$ cat config.mk
export PLATFORM = sky130hd
export DESIGN_NAME = anim_sequencer
export DESIGN_NICKNAME = d
export VERILOG_FILES = /design/src/rtl/anim_sequencer_pkg.sv /design/src/rtl/vsync_edge_detect.sv /design/src/rtl/anim_sequencer.sv
export SDC_FILE = /design/constraint.sdc
export NUM_CORES = 1
export LEC_CHECK = 0
export CAP_MARGIN = 20
export CORE_AREA = 4 4 76 78
export DETAILED_ROUTE_END_ITERATION = 16
export DIE_AREA = 0 0 80 82
export GPL_TIMING_DRIVEN = 0
export PLACE_DENSITY = 0.89
export SLEW_MARGIN = 0
export SYNTH_ARGS = -nofsm -noshare
export SYNTH_HDL_FRONTEND = slang
export SYNTH_HIERARCHICAL = 1
export SYNTH_SLANG_ARGS = --single-unit
$ cat constraint.sdc
create_clock -name clk -period 3.2 [get_ports clk]
set_clock_uncertainty 0.2 [all_clocks]
set_input_delay 0.64 -clock clk [delete_from_list [all_inputs] [get_ports clk]]
set_output_delay 0.64 -clock clk [all_outputs]
set_load 0.1 [all_outputs]
$ cat src/rtl/anim_sequencer_pkg.sv
// Shared animation definitions: text FSM state encoding and ring-phase step decode.
// Latency: n/a (types and pure functions only).
// Backpressure: n/a.
package anim_sequencer_pkg;

    typedef enum logic [1:0] {
        ST_HOLD  = 2'd0,
        ST_FALL  = 2'd1,
        ST_DWELL = 2'd2,
        ST_RISE  = 2'd3
    } text_state_t;

    function automatic logic [7:0] phase_step(input logic [1:0] speed);
        return 8'd1 << speed;
    endfunction

endpackage

$ cat src/rtl/vsync_edge_detect.sv
// Registered rising-edge detector on the active-low vsync pulse (end of sync).
// Latency: frame_tick pulses 1 cycle after the vsync rise.
// Backpressure: none; a one-cycle pulse that cannot repeat on consecutive cycles.
module vsync_edge_detect (
    input  logic clk,
    input  logic reset,
    input  logic vsync,
    output logic frame_tick
);

    logic vsync_q;

    // vsync_q resets high so a vsync already high after reset is not taken as an edge
    always_ff @(posedge clk) begin
        if (reset) begin
            vsync_q    <= 1'b1;
            frame_tick <= 1'b0;
        end else begin
            vsync_q    <= vsync;
            frame_tick <= vsync & ~vsync_q;
        end
    end

endmodule

$ cat src/rtl/anim_sequencer.sv
// Per-frame animation state: frame counter, ring-texture phase and the "UW" text FSM.
// Latency: updated values visible 1 cycle after frame_tick (2 cycles after the vsync rise).
// Backpressure: none; pause freezes phase and FSM at tick edges, frame_cnt always runs.
module anim_sequencer
    import anim_sequencer_pkg::*;
#(
    parameter int TEXT_Y_TOP    = 20,
    parameter int TEXT_Y_BOTTOM = 276,
    parameter int FALL_STEP     = 2,
    parameter int RISE_STEP     = 4,
    parameter int HOLD_FRAMES   = 120
) (
    input  logic        clk,
    input  logic        reset,
    input  logic        vsync,
    input  logic [1:0]  speed,
    input  logic        pause,
    output logic        frame_tick,
    output logic [15:0] frame_cnt,
    output logic [7:0]  ring_phase,
    output logic [9:0]  text_y,
    output logic [1:0]  text_state
);

    // 11-bit comparisons so text_y + FALL_STEP can never wrap before the clamp test
    localparam logic [10:0] Y_TOP     = 11'(TEXT_Y_TOP);
    localparam logic [10:0] Y_BOTTOM  = 11'(TEXT_Y_BOTTOM);
    localparam logic [10:0] FALL_W    = 11'(FALL_STEP);
    localparam logic [10:0] RISE_W    = 11'(RISE_STEP);
    localparam logic [7:0]  HOLD_LAST = 8'(HOLD_FRAMES - 1);

    text_state_t state_q, state_d;
    logic [9:0]  y_d;
    logic [7:0]  hold_cnt, hold_d;
    logic [10:0] fall_sum;

    vsync_edge_detect u_edge (
        .clk        (clk),
        .reset      (reset),
        .vsync      (vsync),
        .frame_tick (frame_tick)
    );

    assign text_state = state_q;

    always_comb begin
        state_d  = state_q;
        y_d      = text_y;
        hold_d   = hold_cnt;
        fall_sum = {1'b0, text_y} + FALL_W;
        case (state_q)
            ST_HOLD, ST_DWELL: begin
                if (hold_cnt == HOLD_LAST) begin
                    hold_d  = 8'd0;
                    state_d = (state_q == ST_HOLD) ? ST_FALL : ST_RISE;
                end else begin
                    hold_d = hold_cnt + 8'd1;
                end
            end
            ST_FALL: begin
                if (fall_sum >= Y_BOTTOM) begin
                    y_d     = Y_BOTTOM[9:0];
                    state_d = ST_DWELL;
                end else begin
                    y_d = fall_sum[9:0];
                end
            end
            ST_RISE: begin
                if ({1'b0, text_y} <= Y_TOP + RISE_W) begin
                    y_d     = Y_TOP[9:0];
                    state_d = ST_HOLD;
                end else begin
                    y_d = text_y - RISE_W[9:0];
                end
            end
            default: begin
                state_d = ST_HOLD;
            end
        endcase
    end

    always_ff @(posedge clk) begin
        if (reset) begin
            frame_cnt  <= 16'd0;
            ring_phase <= 8'd0;
            text_y     <= Y_TOP[9:0];
            state_q    <= ST_HOLD;
            hold_cnt   <= 8'd0;
        end else if (frame_tick) begin
            frame_cnt <= frame_cnt + 16'd1;
            if (!pause) begin
                ring_phase <= ring_phase + phase_step(speed);
                text_y     <= y_d;
                state_q    <= state_d;
                hold_cnt   <= hold_d;
            end
        end
    end

endmodule

Word-level counts from Yosys, hierarchy flattened
Cells that the tools add are included.

Reduce and logical (&&, ||, !) cells: 7. Magnitude comparators: 2. Shifts and indexed selects: 1. Equality and inequality tests: 7. Add/subtract/negate cells: 5. Divide/modulo/power cells: 0. Multipliers: 0. Bitwise logic cells: 3. Multiplexer cells: 9.

Operators by type and width (count): $mux W10 (2); $pmux W10 S2 (1); $add A16 B1 Y16 const B (1); $add A10 B2 Y11 const B (1); $ge A11 B9 Y1 const B (1); $le A10 B5 Y1 const B (1); $sub A10 B3 Y10 const B (1); $add A8 B1 Y8 const B (1); $add A8 B8 Y8 (1); $eq A8 B7 Y1 const B (1); $mux W2 (4); $mux W8 (1); $shl A1 B2 Y8 const A (1); $ne A2 B2 Y1 const B (3); $pmux W2 S3 (1); $reduce_and A3 Y1 (2); $reduce_and A5 Y1 (1); $eq A2 B2 Y1 const B (2); $eq A2 B1 Y1 const B (1); $logic_not A2 Y1 (1); $not A1 Y1 (2); $reduce_and A2 Y1 (1); $reduce_bool A2 Y1 (1); $reduce_or A2 Y1 (1); $and A1 B1 Y1 (1).

RAM bits: 0. Output and inout bits: 37. Memories: 0. Bits in latches: 0. Flip-flop bits (word level): 46. ROM bits: 0. Bits of input ports: 6.

Longest topological paths before layout
Gate-level depths: netlist of the first run.

Depth after elaboration: 4. Mapped depth: 10. Gate-level depth less buffers: 10.

Modules after synthesis
Netlist of the first run, hierarchy kept.

By module, submodules not included: anim_sequencer (seq. area each 860.8 um^2, area an instance 2553.7 um^2, cells an instance 305, times used 1); vsync_edge_detect (seq. area each 40.0 um^2, area an instance 58.8 um^2, cells an instance 4, times used 1).

Least setup slack after synthesis of the first run
Ideal clock, no wire load.

Kind: register -> register. Start point: register text_y[1]. End point: register state_q[1] (netlist: text_state[1]). Slack: 0.092 ns. Period minus slack after synthesis: 3.108 ns. Cell stages (with the launch flop): 8. Buffers on the path: 0. Data arrival time: 2.836 ns. Cell sequence: dfxtp_1 ha_1 nand4_1 a211oi_2 a211oi_1 a31o_2 a211oi_2 mux2i_1.

Cells in the longest elaborated chain, start to end: 4.

RTL lines: start, declared (line anim_sequencer.sv:21) `output logic [9:0] text_y,`; start signal, assigned (line anim_sequencer.sv:86) `text_y <= Y_TOP[9:0];`; start signal, assigned (line anim_sequencer.sv:93) `text_y <= y_d;`; $add A10 B2 Y11 (line anim_sequencer.sv:50) `fall_sum = {1'b0, text_y} + FALL_W;`; $ge A11 B9 Y1 (line anim_sequencer.sv:61) `if (fall_sum >= Y_BOTTOM) begin`; $ne A2 B2 Y1 (no source line); $reduce_and A5 Y1 (no source line) (*); end signal, assigned (line anim_sequencer.sv:94) `state_q <= state_d;`; end, declared (line anim_sequencer.sv:32) `text_state_t state_q, state_d;`.

Mark *: on every way between the ends. The rest lies on a longest branch, timed or not. A chain may end at the register's enable or synchronous reset.

Final worst setup path of the first run
Start point: register text_y[9]. End point: output port text_y[9].

No word-level cell between the ends.

==> summary.txt, run 1 <==
Yosys
  • Seq/Total Area, Yosys: between 30 and 40%
  • Yosys Warn Count: 6
  • Top_reg_cell synth: dfxtp_1
  • Synthesized net count: 330
  • Synthesized area: ~2600 um^2
  • Cell with the most instances after synthesis: dfxtp_1
  • Mean Syn Cell Area: 8.45 um^2
  • Distinct cells, synth: 58
  • Most area-hungry cell type in the Yosys netlist: dfxtp_1
  • Top post-synthesis cells by area: dfxtp_1 34%, ha_1 6.7%, xor2_1 6.4%
  • Top cells by count, synth: 45 x dfxtp_1, 38 x nor2_1, 27 x nand2_1
  • FF+latch count, synth: 45
  • Fraction of registers with async set/reset: 0%
  • Mapped Cells: 309
  • Area share of the largest cell type after synthesis: 34.5%
  • EDFF count, synth: 0

Global route
  • First-pass GRT wire length: 9860 um
  • Vias in the first global route: 2286
  • GR Overflow Total: 0
  • Largest net degree at the start of global routing: 15
  • GRT Total Usage: 18.8%
  • Initial antenna violation count: 0

Clock tree
  • Clock Sinks: between 40 and 50
  • CTS Buffer Depth: 2
  • CTS tree: done
  • Root Buffer: clkbuf_8
  • Post-CTS Hold Buffers: 0
  • Worst skew pair latency: 0.29 ns
  • Clk slew on worst S/H paths: approximately 0.08 ns
  • Number of CTS-inserted buffers: 5
  • CTS H-tree lvls: 2
  • # resized after CTS: 0
  • Post-CTS Setup Repair Bufs: 0

Route
  • WL/cell: between 10 and 15 um
  • Routed WL: 5970 um
  • Vias: 2425
  • Number of DRC markers in iteration 0: around 180
  • ANT nets after route: 0
  • 1st-pass router iterations: 5
  • Via/cell ratio: 5.67
  • DRC: 0

Timing
  • Min Tclk post-route: 2.86 ns
  • Tcrit/Tclk final: 89.3%
  • Top achievable clock speed: ~350 MHz
  • Endpoints failing setup: 0
  • Rel. slew slack: a little over a third
  • Max Slew Vio Count: 0
  • RSZ-0062 raised after global routing: false
  • Worst hold slack: 0.225 ns
  • Fin. Hold Viols: 0
  • Setup_tns: 0 ns
  • Worst slew pin tran: between 0.9 and 1 ns

Finish
  • Area grow syn2layout: 23.3%
  • Ratio of cells with drive above 1 in the final layout: 8.38%
  • Final #Nets: 378
  • Layout fillers: 446
  • Antenna cell count: 0

Floorplanning
  • Starting density of the core: roughly half
  • I/O Pins: 43
  • Chip width: 80 um
  • Die Ht: slightly above 80 um
  • Core ar.: 5070 um^2
  • Die area: about 6600 um^2
  • FP Rows: 26

Job
  • Max cap viols: 0

Critical path
  • Worst EP arrival: 2.02 ns
  • Crit end category: primary output
  • RR Startpoint: text_y[1]
  • Worst path required time: between 2 and 2.5 ns
  • Critical Path Source Type: register
  • Critical Path Slowest Stage Cell: clkdlybuf4s50_1
  • CP cell instances: clkdlybuf4s50_1
  • Crit path max fanout: 8
  • CP delay by family, top: buffers and inverters
  • Worst Setup SP: text_y[9]
  • Critical path type: register to primary output
  • Biggest cell delay along the critical path: approximately 1.2 ns
  • WP buf/inv: 1

Run status
  • Outcome: finished, final reports clean

Worst hold path
  • Hold Path Origin: u_edge/vsync_q
  • Hold Path Class: register to register

Pwr
  • Pwr per Cell Area: 339 nW/um^2
  • Lkg Pwr: 0.00120 uW
  • Peak VDD IR: 0.245 mV

Placement
  • Port bufs: 41
  • Post-DP HPWL: 4310 um
  • GPL Wtd Cong: between 0.8 and 0.9
[stage by stage]
stage	area (um^2)	utilization (%)	std cells	power (uW)	setup WS (ns)
2_1_floorplan	2610	-	309	653	0.0923
3_3_place_gp	3110	61.3	420	677	0.314
3_5_place_dp	3110	61.3	420	678	0.243
4_1_cts	3220	63.5	428	1100	0.335
5_1_grt	3220	63.5	428	1130	0.277
6_report	3220	63.5	428	1090	0.341
[metal layers]
layer	global-route usage, %	up-vias	part of all wire, %
li1	-	1184	-
met1	22.1	1155	43
met2	33.9	77	50
met3	2.96	9	5.5
met4	8.28	0	1.3
met5	0	-	0
[cell usage in the layout, fill, tap and decap left out, types with 3 or more instances in the layout]
cell type / count
nand2b_1: 4
o21ai_0: 17
nand2_1: 27
mux2i_1: 5
clkbuf_8: 5
inv_1: 12
a31oi_1: 3
and3_1: 4
xor2_1: 19
xnor2_1: 5
nor2_1: 38
nor3_1: 3
a21oi_1: 18
dfxtp_1: 45
or3_1: 10
ha_1: 14
nor2b_1: 5
nand4_1: 10
and2_1: 4
clkdlybuf4s50_1: 41
clkbuf_1: 6
nand3_1: 9
buf_6: 5
[registers in the layout, summed over array words and instances, names as in the netlist]
signal	cells
u_edge/frame_tick	1
text_state	2
u_edge/vsync_q	1
frame_cnt	16
text_y	9
hold_cnt	8
ring_phase	8
[layout make-up]
| cell class | count | area, um^2 | share of cell area, % |
|---|---|---|---|
| buffer | 15 | 113 | 3.50 |
| tap | 70 | 87.6 | 2.72 |
| sequential | 45 | 901 | 28.0 |
| clock buffer | 6 | 72.6 | 2.25 |
| timing repair buffer | 41 | 410 | 12.7 |
| multi-input combinational | 237 | 1550 | 48.2 |
| clock inverter | 2 | 38.8 | 1.20 |
| inverter | 12 | 45.0 | 1.40 |
[path summary, 6_finish.rpt]
kind                                     endpoint  slack [ns]  cells past startpoint
worst min-delay path            u_edge/frame_tick        0.22                      1
worst max-delay path                    text_y[9]        0.34                      1
worst min register to register  u_edge/frame_tick        0.22                      1
worst max register to register          text_y[1]        0.50                      7
[power breakdown]
group	switching (uW)	total (uW)	leakage [uW]	internal [uW]
logic	65.2	96.0	0.000779	30.9
clock network	194	428	0.0000554	234
registers	4.92	569	0.000363	564
[cell families after synthesis]
logic type / share of synthesized area (%)
buffers and inverters: 6.03
XOR/XNOR: 8.05
flip-flops: 34.5
other: 0.144
adder cells (fa/ha/maj): 7.47
AND/OR/NAND/NOR: 25.6
AO/OA/AOI/OAI: 16.3
multiplexers: 1.92
(Power assumes the default switching activity.)
==> run 2: changes to the inputs <==
--- a/config.mk
+++ b/config.mk
@@ -10,7 +10,7 @@
 export DETAILED_ROUTE_END_ITERATION = 16
 export DIE_AREA = 0 0 80 82
 export GPL_TIMING_DRIVEN = 0
-export PLACE_DENSITY = 0.89
+export PLACE_DENSITY = 0.84
 export SLEW_MARGIN = 0
 export SYNTH_ARGS = -nofsm -noshare
 export SYNTH_HDL_FRONTEND = slang
==> run 2 against run 1 <==
Sequential share of layout area is the same. Sequential cell count is the same. Critical path depth is the same. Total power shrank 0.12%. Maximum frequency shrank 0.29%. Non-clock buffer count is the same. Critical endpoint unchanged. Hold slack gained 0.0031 ns. Combinational power is essentially flat. Clock power is essentially flat. Global-route usage shrank 0.22 points.
==> summary.txt, run 2 (synthesized netlist as in run 1, its figures left out) <==
Clock tree
  • Post-CTS Hold Buffers: 0 (unchanged)
  • Worst skew pair latency: 0.30 ns (about the same)
  • # resized after CTS: 0 (unchanged)
  • Post-CTS Setup Repair Bufs: 0 (unchanged)
  • CTS Buffer Depth: 2 (unchanged)
  • Clock Sinks: 45 (unchanged)
  • Number of CTS-inserted buffers: 5 (unchanged)
  • Clk slew on worst S/H paths: 0.08 ns (about the same)
  • CTS tree: done
  • CTS H-tree lvls: 2 (unchanged)
  • Root Buffer: clkbuf_8

Global route
  • First-pass GRT wire length: 9760 um (-1.1%)
  • Initial antenna violation count: 0 (unchanged)
  • GRT Total Usage: 18.6% (-0.22 points)
  • Largest net degree at the start of global routing: 15 (unchanged)
  • Vias in the first global route: 2190 (-4.2%)
  • GR Overflow Total: 0 (unchanged)

Finish
  • Fin util: 63.5% (unchanged)
  • Final #Nets: 378 (unchanged)
  • Ratio of cells with drive above 1 in the final layout: 8.38% (unchanged)
  • Top flop regs: frame_cnt x16, text_y x9
  • Commonest non-fill, non-tap cell in the layout: dfxtp_1
  • Multi-input gate area: 1550 um^2 (unchanged)
  • Area grow syn2layout: 23.3% (unchanged)
  • Max FFs per register: 16 (unchanged)
  • Commonest non-fill, non-tap cells in the layout: 45 x dfxtp_1, 41 x clkdlybuf4s50_1, 38 x nor2_1
  • Antenna cell count: 0 (unchanged)
  • Layout fillers: 462 (+3.6%)
  • Most flops, register: frame_cnt
  • Area of all sequential standard cells: 901 um^2 (unchanged)

Floorplanning
  • Die area: 6560 um^2 (unchanged)
  • I/O Pins: 43 (unchanged)
  • Die Ht: 82 um (unchanged)
  • Core ar.: 5070 um^2 (unchanged)
  • Starting density of the core: 51.5% (unchanged)
  • Chip width: 80 um (unchanged)
  • FP Rows: 26 (unchanged)

Route
  • Via/cell ratio: 5.53 (-2.4%)
  • DRC: 0 (unchanged)
  • 1st-pass router iterations: 4 (-1)
  • Number of DRC markers in iteration 0: 176 (+0.57%)
  • Vias: 2368 (-2.4%)
  • WL/cell: 13.4 um (-4.2%)
  • Routed WL: 5720 um (-4.2%)
  • ANT nets after route: 0 (unchanged)

Critical path
  • R2r setup slk: 0.45 ns (-0.05 ns)
  • Worst EP arrival: 2.03 ns (about the same)
  • Critical Path Slowest Stage Cell: clkdlybuf4s50_1
  • CP cell instances: clkdlybuf4s50_1
  • Biggest cell delay along the critical path: 1.20 ns (about the same)
  • Crit end category: primary output
  • WP buf/inv: 1 (unchanged)
  • Critical Path Source Type: register
  • Critical path type: register to primary output
  • Worst path required time: 2.36 ns (about the same)
  • CP delay by family, top: buffers and inverters
  • Crit path max fanout: 8 (unchanged)

Timing
  • Tcrit/Tclk final: 89.6% (+0.26 points)
  • Fin. Hold Viols: 0 (unchanged)
  • Top achievable clock speed: 349 MHz (-0.29%)
  • Min Tclk post-route: 2.87 ns (+0.00837 ns)
  • Max Slew Vio Count: 0 (unchanged)
  • Worst hold slack: 0.228 ns (+0.00309 ns)
  • Endpoints failing setup: 0 (unchanged)
  • Setup ws final: 0.333 ns (-0.00837 ns)
  • Setup_tns: 0 ns (unchanged)
  • Worst slew pin tran: 0.991 ns (+0.0183 ns)
  • RSZ-0062 raised after global routing: false
  • Rel. slew slack: 33.7% (-1.2 points)

Placement
  • Port bufs: 41 (unchanged)
  • Post-DP HPWL: 4260 um (-1.2%)
  • GPL Wtd Cong: 0.923 (+3.9%)
  • Dpl ws: 0.223 ns (-0.0201 ns)

Pwr
  • Sequential power share: 52.1% (about the same)
  • Peak VDD IR: 0.281 mV (+15%)
  • Lkg Pwr: 0.00120 uW (unchanged)
  • Sw power: 263 uW (-0.41%)
  • Clock share of power: 39.1% (about the same)
  • Switching portion of total power: 24.1% (-0.071 points)
  • Comb power frac: 8.8% (about the same)
  • Internal cell power: 829 uW (about the same)
  • Pwr per Cell Area: 339 nW/um^2 (-0.12%)

Worst hold path
  • Hold Path Class: register to register

Run status
  • Outcome: finished, final reports clean

Job
  • Max cap viols: 0 (unchanged)
[run 2: power by group through the flow]
| stage | Combinational [uW] | Clock [uW] | Sequential, uW |
|---|---|---|---|
| 3_5_place_dp | 96.4 | 0 | 582 |
| 2_1_floorplan | 43.8 | 0 | 609 |
| 6_report | 96.3 | 427 | 569 |
| 3_3_place_gp | 94.5 | 0 | 582 |
| 5_1_grt | 103 | 467 | 570 |
| 4_1_cts | 96.6 | 442 | 569 |
[run 2: worst paths after layout]
check,end,startpoint,depth (start not counted)
max,text_y[9],text_y[9],1
min,u_edge/frame_tick,u_edge/vsync_q,1
max reg2reg,text_state[1],text_y[1],7
min reg2reg,u_edge/frame_tick,u_edge/vsync_q,1
[run 2: metal layers]
metal / vias to the layer above / track usage, % / wire, um
met5: - / 0 / 0
met4: 0 / 5.41 / 62
met3: 6 / 4.61 / 319
met2: 59 / 31.5 / 2740
met1: 1123 / 23.5 / 2590
li1: 1180 / - / -
[run 2: final cells by class]
type	instances	area share, %
timing repair buffer	41	12.7
buffer	15	3.50
tap	70	2.72
clock inverter	2	1.20
clock buffer	6	2.25
inverter	12	1.40
sequential	45	28.0
multi-input combinational	237	48.2
[run 2: metrics by stage]
step / std cells / total power [uW] / area [um^2]
after global routing: 428 / 1140 / 3220
after floorplan: 309 / 653 / 2610
final: 428 / 1090 / 3220
after detailed placement: 420 / 679 / 3110
after global placement: 420 / 677 / 3110
after CTS: 428 / 1110 / 3220
